[config.mk]
export PLATFORM = sky130hd
export DESIGN_NAME = avoid_sequencer
export DESIGN_NICKNAME = d
export VERILOG_FILES = /design/src/rtl/avoid_sequencer.sv
export SDC_FILE = /design/constraint.sdc
export NUM_CORES = 1
export LEC_CHECK = 0
export ABC_AREA = 0
export BUFFER_PORTS_ARGS = -buffer_cell sky130_fd_sc_hd__buf_2
export CAP_MARGIN = 10
export CORE_MARGIN = 8
export CORE_UTILIZATION = 35
export DETAILED_ROUTE_END_ITERATION = 6
export GPL_TIMING_DRIVEN = 0
export PLACE_DENSITY = 0.57
export SLEW_MARGIN = 20
export SYNTH_ARGS = -nofsm -noshare
export SYNTH_HDL_FRONTEND = slang
export SYNTH_SLANG_ARGS = --single-unit
[constraint.sdc]
create_clock -name clk -period 2.6 [get_ports clk]
set_clock_uncertainty 0.1 [all_clocks]
set_input_delay 0.39 -clock clk [delete_from_list [all_inputs] [get_ports clk]]
set_output_delay 0.39 -clock clk [all_outputs]
set_load 0.02 [all_outputs]
[src/rtl/avoid_sequencer.sv]
// Drive-direction sequencer: passes requested direction through, and in RANDOM
// mode runs a timed brake/reverse/turn escape when the sonar blocks the request.
module avoid_sequencer #(
    parameter int unsigned TICK_W      = 8,
    parameter int unsigned BRAKE_TICKS = 2,
    parameter int unsigned REV_TICKS   = 8,
    parameter int unsigned TURN_TICKS  = 6,
    parameter int unsigned CLEAR_TICKS = 32,
    parameter int unsigned MAX_RETRY   = 3
) (
    input  logic       clk,
    input  logic       rst,
    input  logic       tick,
    input  logic       enable,
    input  logic       mode,
    input  logic [2:0] cmd_dir,
    input  logic       stop_front,
    input  logic       stop_back,
    input  logic       rand_bit,
    output logic [2:0] dir,
    output logic       busy,
    output logic       fault,
    output logic [2:0] retry
);

    localparam int unsigned DIR_W   = 3;
    localparam int unsigned RETRY_W = 3;

    localparam logic [DIR_W-1:0] DIR_BACK    = 3'b000;
    localparam logic [DIR_W-1:0] DIR_LEFT    = 3'b001;
    localparam logic [DIR_W-1:0] DIR_RIGHT   = 3'b010;
    localparam logic [DIR_W-1:0] DIR_FORWARD = 3'b011;
    localparam logic [DIR_W-1:0] DIR_STOP    = 3'b100;

    localparam logic [TICK_W-1:0]  BRAKE_LAST = TICK_W'(BRAKE_TICKS - 1);
    localparam logic [TICK_W-1:0]  REV_LAST   = TICK_W'(REV_TICKS - 1);
    localparam logic [TICK_W-1:0]  TURN_LAST  = TICK_W'(TURN_TICKS - 1);
    localparam logic [TICK_W-1:0]  CLEAR_LAST = TICK_W'(CLEAR_TICKS - 1);
    localparam logic [TICK_W-1:0]  CLEAR_SAT  = TICK_W'(CLEAR_TICKS);
    localparam logic [RETRY_W-1:0] RETRY_MAX  = RETRY_W'(MAX_RETRY);

    typedef enum logic [2:0] {
        ST_PASS,
        ST_BRAKE,
        ST_ESCAPE,
        ST_TURN,
        ST_FAULT
    } state_t;

    state_t             state, state_n;
    logic [TICK_W-1:0]  tick_cnt, tick_cnt_n;
    logic [TICK_W-1:0]  quiet_cnt, quiet_cnt_n;
    logic               blocked_front, blocked_front_n;
    logic               turn_right, turn_right_n;
    logic [DIR_W-1:0]   dir_n;
    logic               busy_n, fault_n;
    logic [RETRY_W-1:0] retry_n;

    logic               obstacle;
    logic               run;
    logic               facing;
    logic [DIR_W-1:0]   pass_dir;
    logic [DIR_W-1:0]   escape_dir;
    logic [DIR_W-1:0]   turn_dir;
    logic [RETRY_W-1:0] retry_inc;

    // Request decoding: what plain pass-through would drive, and the escape targets
    always_comb begin
        obstacle   = ((cmd_dir == DIR_FORWARD) && stop_front) ||
                     ((cmd_dir == DIR_BACK) && stop_back);
        run        = enable && mode;
        if (!enable || obstacle || (cmd_dir > DIR_STOP)) begin
            pass_dir = DIR_STOP;
        end else begin
            pass_dir = cmd_dir;
        end
        escape_dir = blocked_front ? DIR_BACK : DIR_FORWARD;
        facing     = blocked_front ? stop_back : stop_front;
        turn_dir   = turn_right ? DIR_RIGHT : DIR_LEFT;
        retry_inc  = (retry >= RETRY_MAX) ? RETRY_MAX : retry + RETRY_W'(1);
    end

    // Next state and next registered outputs
    always_comb begin
        state_n         = state;
        tick_cnt_n      = tick_cnt;
        quiet_cnt_n     = quiet_cnt;
        blocked_front_n = blocked_front;
        turn_right_n    = turn_right;
        dir_n           = dir;
        busy_n          = busy;
        fault_n         = fault;
        retry_n         = retry;

        case (state)
            ST_PASS: begin
                dir_n   = pass_dir;
                busy_n  = 1'b0;
                fault_n = 1'b0;
                if (run && obstacle) begin
                    blocked_front_n = (cmd_dir == DIR_FORWARD);
                    turn_right_n    = rand_bit;
                    quiet_cnt_n     = '0;
                    retry_n         = retry_inc;
                    dir_n           = DIR_STOP;
                    if (retry_inc == RETRY_MAX) begin
                        state_n = ST_FAULT;
                        fault_n = 1'b1;
                    end else begin
                        state_n = ST_BRAKE;
                        busy_n  = 1'b1;
                    end
                end else if (tick && !obstacle && (quiet_cnt < CLEAR_SAT)) begin
                    quiet_cnt_n = quiet_cnt + TICK_W'(1);
                    if (quiet_cnt == CLEAR_LAST) begin
                        retry_n = '0;
                    end
                end
            end
            ST_BRAKE: begin
                if (!run) begin
                    state_n = ST_PASS;
                    dir_n   = pass_dir;
                    busy_n  = 1'b0;
                end else if (tick) begin
                    if (tick_cnt == BRAKE_LAST) begin
                        state_n = ST_ESCAPE;
                        dir_n   = escape_dir;
                    end else begin
                        tick_cnt_n = tick_cnt + TICK_W'(1);
                    end
                end
            end
            ST_ESCAPE: begin
                if (!run) begin
                    state_n = ST_PASS;
                    dir_n   = pass_dir;
                    busy_n  = 1'b0;
                end else if (facing || (tick && (tick_cnt == REV_LAST))) begin
                    state_n = ST_TURN;
                    dir_n   = turn_dir;
                end else if (tick) begin
                    tick_cnt_n = tick_cnt + TICK_W'(1);
                end
            end
            ST_TURN: begin
                if (!run) begin
                    state_n = ST_PASS;
                    dir_n   = pass_dir;
                    busy_n  = 1'b0;
                end else if (tick) begin
                    if (tick_cnt == TURN_LAST) begin
                        state_n = ST_PASS;
                        dir_n   = pass_dir;
                        busy_n  = 1'b0;
                    end else begin
                        tick_cnt_n = tick_cnt + TICK_W'(1);
                    end
                end
            end
            ST_FAULT: begin
                dir_n  = DIR_STOP;
                busy_n = 1'b0;
                if (!run) begin
                    state_n = ST_PASS;
                    dir_n   = pass_dir;
                    fault_n = 1'b0;
                    retry_n = '0;
                end
            end
            default: begin
                state_n = ST_PASS;
                dir_n   = DIR_STOP;
                busy_n  = 1'b0;
                fault_n = 1'b0;
            end
        endcase

        // Every state starts its tick count from zero
        if (state_n != state) begin
            tick_cnt_n = '0;
        end
    end

    // State and output registers
    always_ff @(posedge clk or negedge rst) begin
        if (!rst) begin
            state         <= ST_PASS;
            tick_cnt      <= '0;
            quiet_cnt     <= '0;
            blocked_front <= 1'b0;
            turn_right    <= 1'b0;
            dir           <= DIR_STOP;
            busy          <= 1'b0;
            fault         <= 1'b0;
            retry         <= '0;
        end else begin
            state         <= state_n;
            tick_cnt      <= tick_cnt_n;
            quiet_cnt     <= quiet_cnt_n;
            blocked_front <= blocked_front_n;
            turn_right    <= turn_right_n;
            dir           <= dir_n;
            busy          <= busy_n;
            fault         <= fault_n;
            retry         <= retry_n;
        end
    end

endmodule

After elaboration in Yosys (flattened, before gate mapping)
Cells that the tools add are included.
{ "classes": {"n_addsub": 3, "n_lt_le_gt_ge": 3, "n_eq_ne": 29, "mux": 56, "bitwise": 1, "reduce_logical": 27} }
{ "op_table": {"columns": ["operator", "n"], "rows": [
  ["2-to-1 mux 8 bit", 12],
  ["2-to-1 mux 3 bit", 27],
  ["!= test 3 bit, second input constant", 16],
  ["one-hot mux 3 bit (5 select lines)", 2],
  ["one-hot mux 8 bit (3 select lines)", 1],
  ["adder 8 x 1 -> 8 bit, second input constant", 2],
  ["== test 8 x 3 -> 1 bit, second input constant", 2],
  ["== test 3 x 2 -> 1 bit, second input constant", 4],
  ["AND reduction 10 bit", 1],
  ["2-to-1 mux 1 bit", 9],
  ["== test 8 x 1 -> 1 bit, second input constant", 1],
  ["== test 8 x 5 -> 1 bit, second input constant", 1],
  ["less-than comparator 8 x 6 -> 1 bit, second input constant", 1],
  ["logical AND 1 bit", 7],
  ["zero test 3 bit", 2],
  ["one-hot mux 1 bit (3 select lines)", 2],
  ["one-hot mux 3 bit (2 select lines)", 1],
  ["AND reduction 2 bit", 3],
  ["AND reduction 5 bit", 1],
  ["logical OR 1 bit", 4],
  ["2-to-1 mux 2 bit", 2],
  ["!= test 2 bit, second input constant", 2],
  ["AND reduction 4 bit", 1],
  ["nonzero test 2 bit", 2],
  ["12 further kinds", 13]
]} }
{ "totals": {"regBits": 29, "output_inout_bits": 8, "elab_cells": 128} }

Logic depth before layout (Yosys ltp)
Gate-level depths: netlist of the first run.
{ "logic_depth": {"ltp_word": 10, "mapped_depth": 7, "depth_no_buf": 7} }

Worst setup path after synthesis of the first run
OpenSTA, ideal clock, no wires.
{ "synth_timing": {"path_type": "flip-flop to flip-flop", "start": "register tick_cnt[4]", "end": "register dir[0]", "setup_ns": 0.125, "arrival_ns": 1.915, "required_time_ns": 2.375, "slack_ns": 0.460, "stages_incl_launch_ff": 7, "path_buffers": 1, "cell_sequence": "dfrtp_1 -> or4_1 -> clkbuf_1 -> nor3_1 -> nor3_1 -> a21oi_2 -> mux2_4"} }
{ "synth_via": {"elab_chain_cells": 5, "elab_cells_between_ends": 9, "cone_classes": "eq/ne: 6; reduce/logical: 3"} }
{ "synth_rtl": {"columns": ["element", "line_no", "text"], "rows": [
  ["from (decl)", "51", "logic [TICK_W-1:0] tick_cnt, tick_cnt_n;"],
  ["from (signal assigned)", "199", "tick_cnt <= tick_cnt_n;"],
  ["== test 8 x 3 -> 1 bit", "139", "end else if (facing || (tick && (tick_cnt == REV_LAST))) begin"],
  ["logical AND 1 bit", "139", null],
  ["logical OR 1 bit", "139", null],
  ["!= test 3 bit (no line)", null, null],
  ["AND reduction 5 bit (no line) *", null, null],
  ["to (signal assigned)", "203", "dir <= dir_n;"],
  ["to (decl)", "20", "output logic [2:0] dir,"]
]} }
Mark *: on every way between the ends. The rest lies on a longest branch, timed or not.
A chain may end at the register's enable or synchronous reset.

Final worst setup path of the first run
Ends and elaborated chain as after synthesis.

==> flow_metrics.tcl, run 1 <==
set metrics [dict create \
    ys.warnings.count 0 \
    dp_hpwl_mm 3.45 \
    core_area_sq_um 5370 \
    cp-end-kind "flip-flop" \
    cts_tree "yes" \
    rows 27 \
    firstDrtPassIters 4 \
    crit_family "simple AND/OR/NAND/NOR gates" \
    fp.dieH_um 89.9 \
    slowest_delay_ns 0.53 \
    ant_nets 0 \
    synthCells 215 \
    path_common_cell "nor3_1" \
    drv_slew 0 \
    dieArea_sq_um 8070 \
    period_share 0.906 \
    cts.clk_slew.worst_paths_ns 0.06 \
    critPathLaunchType "flip-flop" \
    syn_area_sq_um 1910 \
    period_needed_ns 2.35 \
    hold_viol_final 0 \
    path_buf_inv 1 \
    diodes 0 \
    cts_setup_buffers 0 \
    worstHoldPathType "in -> async" \
    syn_avg_cell_area_sq_um 8.88 \
    area_growth_pct 14.0 \
    p_leak_uw 0.000926 \
    grtUsageTotal 0.119 \
    vias_per_cell 5.51 \
    grt_pass1_vias 1740 \
    cts_sinks 29 \
    ys_types 56 \
    wl_mm 4.59 \
    clk-insertion-delay-late_ns 0.27 \
    synth_ff_type "dfrtp_1" \
    ioPinCount 19 \
    fin_tns_setup_ns 0 \
    cts_max_path_buffers 2 \
    ys_seq_area_frac 0.381 \
    clock.fmax_mhz 425 \
    grt_pass1_wl_mm 8.27 \
    p_per_area_nw_per_um2 526 \
    synth_enable_flop_cells 0 \
    nets 256 \
    maxSlewHeadroom 0.545 \
    post_cts_resized 0 \
    holdWs_ns 0.0389 \
    drtIter0Drc 87 \
    arrival_ns 2.41 \
    crit_chain "or4_1 -> clkbuf_1 -> nor3_1 -> nor3_1 -> a21oi_2 -> mux2_4" \
    setup_viol 0 \
    via_count 1719 \
    portBuffers 18 \
    rsz0062_at_grt "false" \
    antenna_found_initial 0 \
    worst_pin_slew_ns 0.673 \
    drc 0 \
    slowest_stage "or4_1" \
    syn_nets 231 \
    htreeDepth 2 \
    gp_congestion 0.866 \
    initial_core_util 0.355 \
    grt_max_degree 30 \
    critPathKind "reg -> reg" \
    critPathMaxFanout 6 \
    crit_required_ns 2.65 \
    status "completed" \
    gr-total-overflow 0 \
    drv_cap 0 \
    die_w_um 89.9 \
    cts_buffers 5 \
    synth-seq-cells 29 \
    async_reset_ff_frac 1.00 \
    ctsHoldBuffers 0 \
    clockRootBuffer "clkbuf_8" \
    final_layout_size_suffix_gt1_frac 0.163 \
    irDropWorstVdd_uv 285 \
    wire_per_inst_um 14.7 \
]
-- kinds of logic (layout without fill, tap and decap cells) --
logic type | Yosys count | after routing | share of synthesized area
buffers and inverters | 15 | 40 | 0.0301
and+or+nand+nor | 93 | 93 | 0.261
DFF | 29 | 29 | 0.381
muxes | 8 | 8 | 0.0491
xor gates and xnor gates | 7 | 7 | 0.0321
AOI/OAI and AO/OA | 58 | 58 | 0.214
adders and majority gates | 5 | 5 | 0.0328
-- cells in the mapped netlist, types with 3 or more instances --
cell type  count  share of area
a211oi_1       3          0.012
a21oi_1       11          0.029
clkbuf_1       7          0.014
dfrtp_1       28           0.37
ha_1           5          0.033
inv_1          7          0.014
mux2_2         3          0.018
mux2i_1        3          0.016
nand2_1       22          0.043
nand3_1        6          0.016
nand3b_1       3          0.012
nand4_1        5          0.016
nand4b_1       3          0.014
nor2_1        22          0.043
nor2b_1        4          0.013
nor3_1         8          0.021
o21ai_0       14          0.037
o22ai_1        5          0.016
xnor2_1        7          0.032
-- layer usage --
metal | GRT usage | vias to the layer above | part of all wire | wire length [um]
li1 | - | 855 | - | -
met1 | 0.150 | 832 | 0.47 | 2160
met2 | 0.199 | 27 | 0.48 | 2210
met3 | 0.0316 | 5 | 0.039 | 180
met4 | 0.0264 | 0 | 0.0078 | 36
met5 | 0 | - | 0 | 0
-- placed cells by master (no fill, tap or decap), types with 3 or more instances in the layout --
cell type,n
nand4_1,5
a211oi_1,3
o21ai_0,14
nand3b_1,3
inv_1,7
clkbuf_8,6
dfrtp_1,28
nand2_1,22
nand3_1,6
mux2i_1,3
buf_2,19
nor2_1,22
mux2_2,3
a21oi_1,11
xnor2_1,7
clkbuf_1,7
nor3_1,8
nor2b_1,4
nand4b_1,3
o22ai_1,5
ha_1,5
-- registers in the layout, summed over array words and instances (netlist names) --
register,count
turn_right,1
dir,3
tick_cnt,8
busy,1
blocked_front,1
state,3
retry,3
fault,1
quiet_cnt,8
-- path summary, 6_finish.rpt --
path                             startpoint     endpoint  slack (ns)  cells past startpoint
min in group clk                   rand_bit   turn_right        0.24                      3
max in group asynchronous               rst  tick_cnt[0]        1.93                      1
worst max register to register  tick_cnt[4]       dir[0]        0.25                      6
worst max-delay path            tick_cnt[4]       dir[0]        0.25                      6
worst min register to register       dir[2]       dir[2]        0.37                      2
worst min-delay path                    rst     retry[1]        0.04                      1
-- area by class of cell --
type | instances | area [sq um]
Sequential cell | 29 | 727
Fill cell | 552 | 3190
Buffer | 8 | 32.5
Clock buffer | 7 | 86.3
Inverter | 7 | 26.3
Timing Repair Buffer | 18 | 90.1
Tap cell | 72 | 90.1
Multi-Input combinational cell | 171 | 1120
-- stage by stage --
| stage | setup slack [ns] | utilization | area, sq um | power (uW) | cells |
|---|---|---|---|---|---|
| floorplan | 0.460 | - | 1910 | 715 | 215 |
| global placement | 0.0789 | 0.389 | 2090 | 784 | 305 |
| detailed placement | 0.0798 | 0.389 | 2090 | 786 | 305 |
| CTS | 0.151 | 0.405 | 2180 | 1160 | 312 |
| global route | 0.0470 | 0.405 | 2180 | 1220 | 312 |
| finish | 0.246 | 0.405 | 2180 | 1150 | 312 |
-- power breakdown --
| part | switching, uW | leakage [uW] | internal, uW |
|---|---|---|---|
| combinational | 116 | 0.000491 | 94.9 |
| clock | 159 | 0.0000443 | 209 |
| sequential | 58.6 | 0.000390 | 508 |
| total | 334 | 0.000926 | 812 |
-- worst register-to-register path: cells and delay by family (launching register included) --
family	cells	cell delay (ns)
and+or+nand+nor	3	0.95
DFF	1	0.42
muxes	1	0.34
AOI/OAI and AO/OA	1	0.26
buffers and inverters	1	0.17
Note: power is estimated with default switching activity, not from simulation.
==> inputs of run 2 (changes only) <==
--- a/config.mk
+++ b/config.mk
@@ -12,7 +12,7 @@
 export CORE_UTILIZATION = 35
 export DETAILED_ROUTE_END_ITERATION = 6
 export GPL_TIMING_DRIVEN = 0
-export PLACE_DENSITY = 0.57
+export PLACE_DENSITY = 0.55
 export SLEW_MARGIN = 20
 export SYNTH_ARGS = -nofsm -noshare
 export SYNTH_HDL_FRONTEND = slang
==> constraint.sdc (replaced) <==
create_clock -name clk -period 2.85 [get_ports clk]
set_clock_uncertainty 0.1 [all_clocks]
set_input_delay 0.4275 -clock clk [delete_from_list [all_inputs] [get_ports clk]]
set_output_delay 0.4275 -clock clk [all_outputs]
set_load 0.02 [all_outputs]
==> flow_metrics.tcl, run 2 (synthesis results as in run 1) <==
set metrics [dict create \
    status "completed" \
    critPathLaunchType "flip-flop" \
    ioPinCount 19 \
    grt_pass1_wl_mm 8.48 \
    wire_per_inst_um 15.2 \
    critPathMaxFanout 10 \
    cts_tree "yes" \
    crit_required_ns 2.91 \
    final_layout_size_suffix_gt1_frac 0.158 \
    portBuffers 18 \
    maxSlewHeadroom 0.555 \
    cts_buffers 5 \
    grt_pass1_vias 1768 \
    antenna_found_initial 0 \
    cts.clk_slew.worst_paths_ns 0.06 \
    ant_nets 0 \
    nets 256 \
    cts_max_path_buffers 2 \
    irDropWorstVdd_uv 285 \
    via_count 1704 \
    holdWs_ns 0.0832 \
    period_needed_ns 2.49 \
    fill_cells 544 \
    worst_pin_slew_ns 0.668 \
    worstHoldPathType "in -> async" \
    vias_per_cell 5.46 \
    clk-insertion-delay-late_ns 0.28 \
    ctsHoldBuffers 0 \
    htreeDepth 2 \
    firstDrtPassIters 4 \
    dp_hpwl_mm 3.49 \
    reg.largest.list "quiet_cnt (8), tick_cnt (8)" \
    arrival_ns 2.55 \
    grt_max_degree 30 \
    grtUsageTotal 0.123 \
    dieArea_sq_um 8070 \
    reg2reg_slack_ns 0.36 \
    post_cts_resized 0 \
    final_cell_mix "28 x dfrtp_1, 22 x nand2_1, 22 x nor2_1" \
    cts_setup_buffers 0 \
    critPathKind "reg -> reg" \
    initial_core_util 0.355 \
    area_growth_pct 14.0 \
    drtIter0Drc 79 \
    p_leak_uw 0.000922 \
    core_area_sq_um 5370 \
    die_w_um 89.9 \
    hold_viol_final 0 \
    period_share 0.873 \
    wl_mm 4.75 \
    fin_tns_setup_ns 0 \
    clockRootBuffer "clkbuf_8" \
    cp-end-kind "flip-flop" \
    rsz0062_at_grt "false" \
    drc 0 \
    cts_sinks 29 \
    final_common_cell "dfrtp_1" \
    gr-total-overflow 0 \
    drv_slew 0 \
    setup_viol 0 \
    gp_congestion 0.807 \
    diodes 0 \
    p_per_area_nw_per_um2 485 \
    clock.fmax_mhz 402 \
    rows 27 \
    fp.dieH_um 89.9 \
    drv_cap 0 \
]
## run 2: cell count changes in the layout (fill, tap and decap cells not counted)
cell and delta:
clkbuf_1 +1, clkbuf_2 -1
## run 2: cell type report
class,instances,area [sq um],area share
Multi-Input combinational cell,171,1120,0.517
Sequential cell,29,727,0.334
Timing Repair Buffer,18,90.1,0.0414
Clock buffer,7,86.3,0.0397
Buffer,8,31.3,0.0144
Inverter,7,26.3,0.0121
Tap cell,72,90.1,0.0414
## run 2: power by group
group	switching (uW)	internal (uW)
clock network	151	191
logic	108	87.2
registers	54.4	463
total	313	741
## run 2: per-layer routing
metal  wire, um  GRT usage  up-vias
li1           -          -      851
met1       2260      0.152      833
met2       2320      0.209       15
met3        136     0.0283        5
met4         38     0.0291        0
met5          0          0        -
## run 2: final timing paths
kind,end,cells after the start,startpoint
max in group asynchronous,tick_cnt[0],1,rst
worst min register to register,dir[2],2,dir[2]
worst max register to register,dir[0],7,state[0]
worst min-delay path,retry[1],1,rst
worst max-delay path,dir[0],7,state[0]
min in group clk,turn_right,3,rand_bit
## run 2: metrics by stage
stage               worst slack [ns]  total power, uW  instances   util  instance area [sq um]
CTS                            0.398             1070        312  0.405                   2180
detailed placement             0.268              721        305  0.389                   2090
global route                   0.193             1120        312  0.405                   2180
global placement               0.241              718        305  0.389                   2090
finish                         0.361             1050        312  0.405                   2180
floorplan                      0.674              653        215      -                   1910
## run 2: worst max-delay path, cell delays in order, from the launching register on
cell and delay (ns):
dfrtp_1 0.32, clkbuf_1 0.37, clkbuf_1 0.43, nand4b_1 0.14, nor3_1 0.23, nor2_1 0.14
a21oi_2 0.31, mux2_4 0.33
==> inputs of run 3 (changes only) <==
--- a/config.mk
+++ b/config.mk
@@ -8,11 +8,12 @@
 export ABC_AREA = 0
 export BUFFER_PORTS_ARGS = -buffer_cell sky130_fd_sc_hd__buf_2
 export CAP_MARGIN = 10
+export CELL_PAD_IN_SITES_DETAIL_PLACEMENT = 1
+export CELL_PAD_IN_SITES_GLOBAL_PLACEMENT = 1
 export CORE_MARGIN = 8
 export CORE_UTILIZATION = 35
 export DETAILED_ROUTE_END_ITERATION = 6
-export GPL_TIMING_DRIVEN = 0
-export PLACE_DENSITY = 0.55
+export PLACE_DENSITY = 0.67
 export SLEW_MARGIN = 20
 export SYNTH_ARGS = -nofsm -noshare
 export SYNTH_HDL_FRONTEND = slang
==> constraint.sdc (replaced) <==
create_clock -name clk -period 2.85 [get_ports clk]
set_clock_uncertainty 0.1 [all_clocks]
set_input_delay 0.1425 -clock clk [delete_from_list [all_inputs] [get_ports clk]]
set_output_delay 0.1425 -clock clk [all_outputs]
set_load 0.02 [all_outputs]
==> flow_metrics.tcl, run 3 (synthesis results as in run 1) <==
set metrics [dict create \
    portBuffers 18 \
    initial_core_util 0.355 \
    gr-usage-met3 0.0299 \
    critPathKind "reg -> reg" \
    period_share 0.851 \
    grt_pass1_wl_mm 9.03 \
    status "completed" \
    core_area_sq_um 5370 \
    holdWs_ns 0.0717 \
    dieArea_sq_um 8070 \
    wl_mm 5.11 \
    slowest_delay_ns 0.64 \
    crit_chain "or4_1 -> nor3_1 -> nor2_1 -> a21oi_2 -> mux2_4" \
    fin_tns_setup_ns 0 \
    worst_pin_slew_ns 0.692 \
    antenna_found_initial 0 \
    drtIter0Drc 49 \
    arrival_ns 2.49 \
    nets 252 \
    vias_per_cell 5.53 \
    irDropWorstVdd_uv 211 \
    cts.clk_slew.worst_paths_ns 0.06 \
    cts_tree "yes" \
    worstHoldPathType "in -> reg" \
    slowest_stage "or4_1" \
    critPathLaunchType "flip-flop" \
    grt_max_degree 30 \
    final_cell_mix "28 x dfrtp_1, 22 x nand2_1, 22 x nor2_1" \
    cts_sinks 29 \
    die_w_um 89.9 \
    critPathMaxFanout 6 \
    drv_cap 0 \
    reg.largest.list "quiet_cnt (8), tick_cnt (8)" \
    maxSlewHeadroom 0.532 \
    path_buf_inv 0 \
    gp_congestion 0.795 \
    hold_viol_final 0 \
    grtUsageTotal 0.134 \
    drc 0 \
    cts_max_path_buffers 2 \
    diodes 0 \
    p_leak_uw 0.000927 \
    ioPinCount 19 \
    firstDrtPassIters 4 \
    wire_per_inst_um 16.6 \
    setup_viol 0 \
    fp.dieH_um 89.9 \
    gr-total-overflow 0 \
    clock.fmax_mhz 412 \
    clk-insertion-delay-late_ns 0.28 \
    cts_buffers 5 \
    period_needed_ns 2.42 \
    final_layout_size_suffix_gt1_frac 0.161 \
    via_count 1702 \
    dp_hpwl_mm 3.84 \
    busiest_layer "met2" \
    area_growth_pct 14.3 \
    post_cts_resized 0 \
    rows 27 \
    ant_nets 0 \
    crit_required_ns 2.91 \
    p_per_area_nw_per_um2 485 \
    cp-end-kind "flip-flop" \
    grt_util_met1 0.156 \
    htreeDepth 2 \
    dpl_cell_area_sq_um 2070 \
    clockRootBuffer "clkbuf_8" \
    finalInstanceArea_sq_um 2180 \
    crit_family "simple AND/OR/NAND/NOR gates" \
    drv_slew 0 \
    grt_util_met2 0.238 \
    rsz0062_at_grt "false" \
    grt_pass1_vias 1853 \
    final_common_cell "dfrtp_1" \
]
-- run 3: cell type report --
| type | instances | area [sq um] |
|---|---|---|
| Timing Repair Buffer | 22 | 128 |
| Sequential cell | 29 | 727 |
| Multi-Input combinational cell | 171 | 1120 |
| Tap cell | 72 | 90.1 |
| Fill cell | 643 | 3190 |
| Clock buffer | 7 | 86.3 |
| Inverter | 7 | 26.3 |
-- run 3: final timing paths --
check / start / to / slack [ns] / cells after the start
worst min register to register: dir[2] / dir[2] / 0.37 / 2
worst max-delay path: tick_cnt[4] / dir[0] / 0.43 / 5
max in group asynchronous: rst / tick_cnt[4] / 1.87 / 2
min in group asynchronous: rst / tick_cnt[3] / 0.35 / 2
worst min-delay path: cmd_dir[0] / blocked_front / 0.07 / 3
worst max register to register: tick_cnt[4] / dir[0] / 0.43 / 5
-- run 3: timing repair --
action	CTS	global route
setup buffers	0	0
hold endpoints to repair	30	0
hold buffers	3	0
-- run 3: tightest hold or removal path, cell delays in order --
cell     delay (ns)
buf_2          0.13
nand2_1        0.06
o31ai_1        0.06
-- run 3: per-stage QoR --
stage               total power (uW)  instances  utilization  worst slack (ns)
global placement                 719        298        0.385             0.465
floorplan                        653        215            -             0.710
CTS                             1080        308        0.406             0.422
detailed placement               724        298        0.385             0.440
global route                    1130        308        0.406             0.299
finish                          1060        308        0.406             0.425
-- run 3: metal layers --
metal | routed length [um] | vias up
li1 | - | 842
met1 | 2330 | 843
met5 | 0 | -
met3 | 114 | 2
met2 | 2640 | 15
met4 | 21 | 0
-- run 3: report_power, final --
group,switching [uW],internal [uW],total [uW]
registers,57.1,463,520
clock network,149,191,340
logic,110,89.4,199
